[src/rtl/acc_pkg.sv]
// Shared types and arithmetic helpers for the bias-plus-sum frame accumulator.
// Helpers work on 64-bit operands; callers slice the result back to ACC_W.
package acc_pkg;

  localparam int IN_W_D   = 20;
  localparam int BIAS_W_D = 8;
  localparam int ACC_W_D  = 22;

  typedef enum logic [0:0] {IDLE, ACCUM} acc_state_t;

  typedef struct packed {
    logic [63:0] sum;
    logic        ovf;
  } add_res_t;

  // Replicate bit msb into every higher bit.
  function automatic logic [63:0] sext_acc(input logic [63:0] x, input logic [5:0] msb);
    logic [63:0] r;
    r = x;
    for (int i = 0; i < 64; i++) begin
      if (i > int'(msb)) r[i] = x[msb];
    end
    return r;
  endfunction

  // Sum plus signed overflow of an add that is (msb+1) bits wide.
  function automatic add_res_t add_ovf(input logic [63:0] a, input logic [63:0] b,
                                       input logic [5:0] msb);
    add_res_t    r;
    logic [63:0] s;
    s     = a + b;
    r.sum = s;
    r.ovf = (a[msb] == b[msb]) && (s[msb] != a[msb]);
    return r;
  endfunction

endpackage

[src/rtl/acc_frame_ctrl.sv]
// Frame controller: owns the term counter and IDLE/ACCUM state, and flags the
// first and last accepted term of each frame.
module acc_frame_ctrl
  import acc_pkg::*;
#(
  parameter int N_TERMS = 9
) (
  input  logic clk,
  input  logic rst,
  input  logic in_valid,
  input  logic clr,
  output logic first,
  output logic last,
  output logic busy
);

  localparam int CNT_W = (N_TERMS > 1) ? $clog2(N_TERMS) : 1;

  if (N_TERMS < 1) begin : g_bad_terms
    $error("acc_frame_ctrl: N_TERMS must be >= 1");
  end

  acc_state_t       state_q;
  logic [CNT_W-1:0] cnt_q;
  logic [CNT_W-1:0] cnt_d;
  logic             accept;

  assign accept = in_valid && !clr;
  assign first  = accept && (cnt_q == '0);
  assign last   = accept && (cnt_q == CNT_W'(N_TERMS - 1));
  assign busy   = (state_q == ACCUM);
  assign cnt_d  = last ? '0 : cnt_q + 1'b1;

  always_ff @(posedge clk) begin
    if (!rst) begin
      state_q <= IDLE;
      cnt_q   <= '0;
    end else if (clr) begin
      state_q <= IDLE;
      cnt_q   <= '0;
    end else if (accept) begin
      cnt_q   <= cnt_d;
      state_q <= last ? IDLE : ACCUM;
    end
  end

endmodule

[src/rtl/acc_frame.sv]
// Bias-plus-sum frame accumulator: one registered result per N_TERMS accepted terms.
// Define ACC_FRAME_SAT_EN to clamp on overflow instead of wrapping.
module acc_frame
  import acc_pkg::*;
#(
  parameter int IN_W    = IN_W_D,
  parameter int BIAS_W  = BIAS_W_D,
  parameter int ACC_W   = ACC_W_D,
  parameter int N_TERMS = 9
) (
  input  logic                     clk,
  input  logic                     rst,
  input  logic signed [IN_W-1:0]   din,
  input  logic signed [BIAS_W-1:0] bias,
  input  logic                     in_valid,
  input  logic                     clr,
  output logic signed [ACC_W-1:0]  dout,
  output logic                     out_valid,
  output logic                     ovf,
  output logic                     busy
);

  if (ACC_W <= IN_W || ACC_W <= BIAS_W || ACC_W > 63) begin : g_bad_width
    $error("acc_frame: need max(IN_W, BIAS_W) < ACC_W <= 63");
  end

  logic             first, last;
  logic [ACC_W-1:0] acc_q, acc_d;
  logic             ovf_acc_q, ovf_acc_d;
  logic [ACC_W-1:0] dout_q;
  logic             ovf_q, out_valid_q;
  logic [63:0]      din_x, bias_x, acc_x;
  add_res_t         res;
  logic             unused_hi;

  acc_frame_ctrl #(.N_TERMS(N_TERMS)) u_ctrl (
    .clk      (clk),
    .rst      (rst),
    .in_valid (in_valid),
    .clr      (clr),
    .first    (first),
    .last     (last),
    .busy     (busy)
  );

  assign din_x     = sext_acc(64'(din), 6'(IN_W - 1));
  assign bias_x    = sext_acc(64'(bias), 6'(BIAS_W - 1));
  assign acc_x     = sext_acc(64'(acc_q), 6'(ACC_W - 1));
  assign unused_hi = ^res.sum[63:ACC_W];

  always_comb begin
    res       = add_ovf(first ? bias_x : acc_x, din_x, 6'(ACC_W - 1));
    acc_d     = res.sum[ACC_W-1:0];
    ovf_acc_d = first ? res.ovf : (ovf_acc_q | res.ovf);
`ifdef ACC_FRAME_SAT_EN
    // Overflow implies equal operand signs, so din's sign gives the direction.
    if (res.ovf) acc_d = din_x[63] ? {1'b1, {(ACC_W-1){1'b0}}} : {1'b0, {(ACC_W-1){1'b1}}};
`endif
  end

  always_ff @(posedge clk) begin
    if (!rst) begin
      acc_q       <= '0;
      ovf_acc_q   <= 1'b0;
      dout_q      <= '0;
      ovf_q       <= 1'b0;
      out_valid_q <= 1'b0;
    end else begin
      out_valid_q <= 1'b0;
      if (clr) begin
        acc_q     <= '0;
        ovf_acc_q <= 1'b0;
      end else if (in_valid) begin
        acc_q     <= acc_d;
        ovf_acc_q <= ovf_acc_d;
        if (last) begin
          dout_q      <= acc_d;
          ovf_q       <= ovf_acc_d;
          out_valid_q <= 1'b1;
        end
      end
    end
  end

  assign dout      = dout_q;
  assign ovf       = ovf_q;
  assign out_valid = out_valid_q;

endmodule

[config.mk]
export PLATFORM = sky130hd
export DESIGN_NAME = acc_frame
export DESIGN_NICKNAME = d
export VERILOG_FILES = /design/src/rtl/acc_pkg.sv /design/src/rtl/acc_frame_ctrl.sv /design/src/rtl/acc_frame.sv
export SDC_FILE = /design/constraint.sdc
export NUM_CORES = 1
export LEC_CHECK = 0
export CAP_MARGIN = 20
export CORE_MARGIN = 2
export CORE_UTILIZATION = 25
export CTS_BUF_LIST = sky130_fd_sc_hd__clkbuf_2 sky130_fd_sc_hd__clkbuf_4 sky130_fd_sc_hd__clkbuf_8
export DETAILED_ROUTE_END_ITERATION = 12
export GPL_TIMING_DRIVEN = 1
export MAX_ROUTING_LAYER = met4
export PLACE_DENSITY_LB_ADDON = 0.3
export SETUP_SLACK_MARGIN = 0.15
export SKIP_CTS_REPAIR_TIMING = 1
export SLEW_MARGIN = 15
export SYNTH_ARGS = -nofsm -noshare
export SYNTH_HDL_FRONTEND = slang
export SYNTH_SLANG_ARGS = --single-unit
[constraint.sdc]
create_clock -name clk -period 8.3 [get_ports clk]
set_input_delay 1.245 -clock clk [delete_from_list [all_inputs] [get_ports clk]]
set_output_delay 1.245 -clock clk [all_outputs]
set_load 0.03 [all_outputs]
==> results.md <==
- Warnings from Yosys: 0
- Maxcap violations: 0
- Netlist cell types: 55
- Worst EP arrival: 5.08 ns
- Commonest non-fill, non-tap cell in the layout: clkdlybuf4s50_1
- Setup TNS: 0 ns
- ANT cells: 0
- Total gr overflow: 0
- Nets@finish: 486
- Core Area: approximately 13,000 um2
- Clk sinks: 52
- Vias per cell: 4.72
- Post-synth ARST share: 0%
- GRT Util Overall: 13.4%
- DRC: 0
- Max Transition Viols Final: 0
- WL met3: 284 um
- Layout area overhead: 23.8%
- Highest-count cells in the layout ignoring fill and taps: clkdlybuf4s50_1, dfxtp_1, nand2_1
- Top-area cell type share of the netlist area: 31.7%
- Clock tree buffer depth: 2
- Initial core utilization: 25.8%
- Total Power: 572 uW
- Clock buffer count from CTS: 5
- Starting DRT DRC Count: 138
- Syn nets: 441
- Clk slew on worst S/H paths: 0.10 ns
- Post-Synthesis Mean Instance Area: 8.53 um2
- CP Max Fanout: 34
- Peak VDD IR: 0.0000548 V
- F_max: 203 MHz
- Outcome: finished clean
- Cell accounting for the most synthesized area: dfxtp_1
- Relative slew slack: 30.1%
- Antenna viol nets, final: 0
- Top cells by area, synth: dfxtp_1, ha_1, nand2_1
- Required @ worst endpoint: 8.46 ns
- TritonCTS clock tree: yes
- WS Path Type: input port to flop
- DRT met1 WL: 4330 um
- Row count: 41
- Top sig layer: met4
- First-pass DRT Iterations: 4
- Setup violators final: 0
- Top Ports: 57
- Die Ht: 119 um
- Initial antenna violation count: 0
- Wire length per cell after detailed routing: 15.1 um
- Mapped Cells: 385
- DR vias: 2,841
- RSZ-0062 raised after global routing: false
- Htree depth: 2
- Fillers: 1,391
- GPL Wtd Cong: between 0.9 and 1
- P_leak: ~1.7 nW
- CP Launch Type: input port
- DP Area: about 4000 um2
- DIE AREA: between 10,000 and 15,000 um2
- Vias in the first global route: 2,849
- PD cells: 141 nW/um2
- Layout cells sized above 1: 8.14%
- PortBufs: between 50 and 60
- Worst hold path type: flop to flop
- Tcrit/Tclk final: between 50% and 60%
- First-pass GRT wire length: 14,700 um
- Pin count of the biggest net entering global routing: 35
- Worst skew pair latency: about 0.31 ns
- Final WL: about 9100 um
- Sequential cell area fraction in the yosys report: 31.7%
- Flop and latch count out of synthesis: 52
- Worst setup EP type: flop
- EDFF count, synth: 0
- Worst slew pin tran: 1.05 ns
- Syn Std Cell Area: 3280 um2
- CTS Root Cell: clkbuf_8
- Die W: 119 um
- Fin area: roughly 4100 um2
- Met2 WL: 4360 um
- Tmin final: 4.92 ns
- Fin. Hold Viols: 0
- Clk_skew: 0.0107 ns
- Post-synth top flop: dfxtp_1
- DP Wirelength: 6950 um
-- synth_stat cells, types with 3 or more instances --
master / number
and2_1: 6
nand2b_1: 3
a211oi_1: 3
xor2_1: 12
a21o_1: 18
ha_1: 23
xnor2_1: 8
a21oi_1: 22
nand3b_1: 7
nand2_1: 42
o21bai_1: 5
o21ai_1: 4
nand3_1: 15
mux2i_1: 13
nor3_1: 4
mux2_2: 9
o21ai_0: 26
a21boi_0: 9
dfxtp_1: 52
inv_1: 13
clkbuf_1: 14
o211ai_1: 3
buf_2: 3
nand4_1: 3
nor2b_1: 6
nor2_1: 25
-- cell families (layout without fill, tap and decap cells) --
family	count (synthesis)	in the layout	share of synthesized area, %
multiplexers	22	22	7.05
AO/OA/AOI/OAI	111	111	23.7
adder cells (fa/ha/maj)	24	24	9.38
AND/OR/NAND/NOR	123	123	18.6
XOR/XNOR	20	20	5.34
buffers and inverters	33	78	4.23
flip-flops	52	52	31.7
-- final cells by class --
cell class	instances	area, um2	area share [%]
clock inverters	1	5.00	0.123
multi-input cells	300	2100	51.7
repair buffers	58	576	14.2
well taps	172	215	5.29
flip-flops and latches	52	1040	25.6
clock buffers	6	76.3	1.88
inverters	13	48.8	1.20
-- metal layers --
layer  track usage, %  vias up
met2             21.9       56
li1                 -     1450
met5                -        -
met1             17.3     1323
met4             3.13        0
met3             2.27       12
-- metrics by stage --
step / hold WS, ns / instances / setup slack (ns) / util [%]
after floorplan: 0.426 / 385 / 4.10 / -
after global placement: 0.437 / 595 / 3.10 / 31.3
after detailed placement: 0.447 / 595 / 3.06 / 31.3
after CTS: 0.463 / 602 / 3.39 / 32.0
after global routing: 0.491 / 602 / 3.04 / 32.0
final: 0.461 / 602 / 3.38 / 32.0
-- worst paths after layout --
| check | depth (start not counted) | slack, ns | end | from |
|---|---|---|---|---|
| max | 15 | 3.38 | dout[20]$_SDFFE_PN0P_ | in_valid |
| min | 2 | 0.46 | dout[18]$_SDFFE_PN0P_ | dout[18]$_SDFFE_PN0P_ |
| max reg2reg | 15 | 4.46 | dout[20]$_SDFFE_PN0P_ | u_ctrl.cnt_q[0]$_SDFFE_PP0P_ |
| min reg2reg | 2 | 0.46 | dout[18]$_SDFFE_PN0P_ | dout[18]$_SDFFE_PN0P_ |
-- power breakdown --
group / switching (mW) / internal (mW) / total (mW) / leakage (nW)
Clock: 0.0843 / 0.0609 / 0.145 / 0.0445
Combinational: 0.0949 / 0.0721 / 0.167 / 1.22
Sequential: 0.00385 / 0.256 / 0.260 / 0.421
Total: 0.183 / 0.389 / 0.572 / 1.69
-- sequential cells by signal, summed over array words and instances, names as in the netlist --
register	count
u_ctrl.busy	1
dout	22
ovf_acc_q	1
u_ctrl.cnt_q	4
ovf	1
acc_q	22
out_valid	1
-- worst max-delay path: stages --
cell	delay, ns
clkdlybuf4s50_1	0.46
buf_4	0.36
and4bb_1	0.29
nand2b_1	0.06
buf_4	0.22
nor2_2	0.54
a21o_1	0.14
ha_1	0.29
a21oi_1	0.27
o21ai_0	0.13
a22oi_1	0.36
o221ai_2	0.16
o221ai_1	0.19
xor2_1	0.24
a21oi_1	0.10
Note: power is estimated with default switching activity, not from simulation.
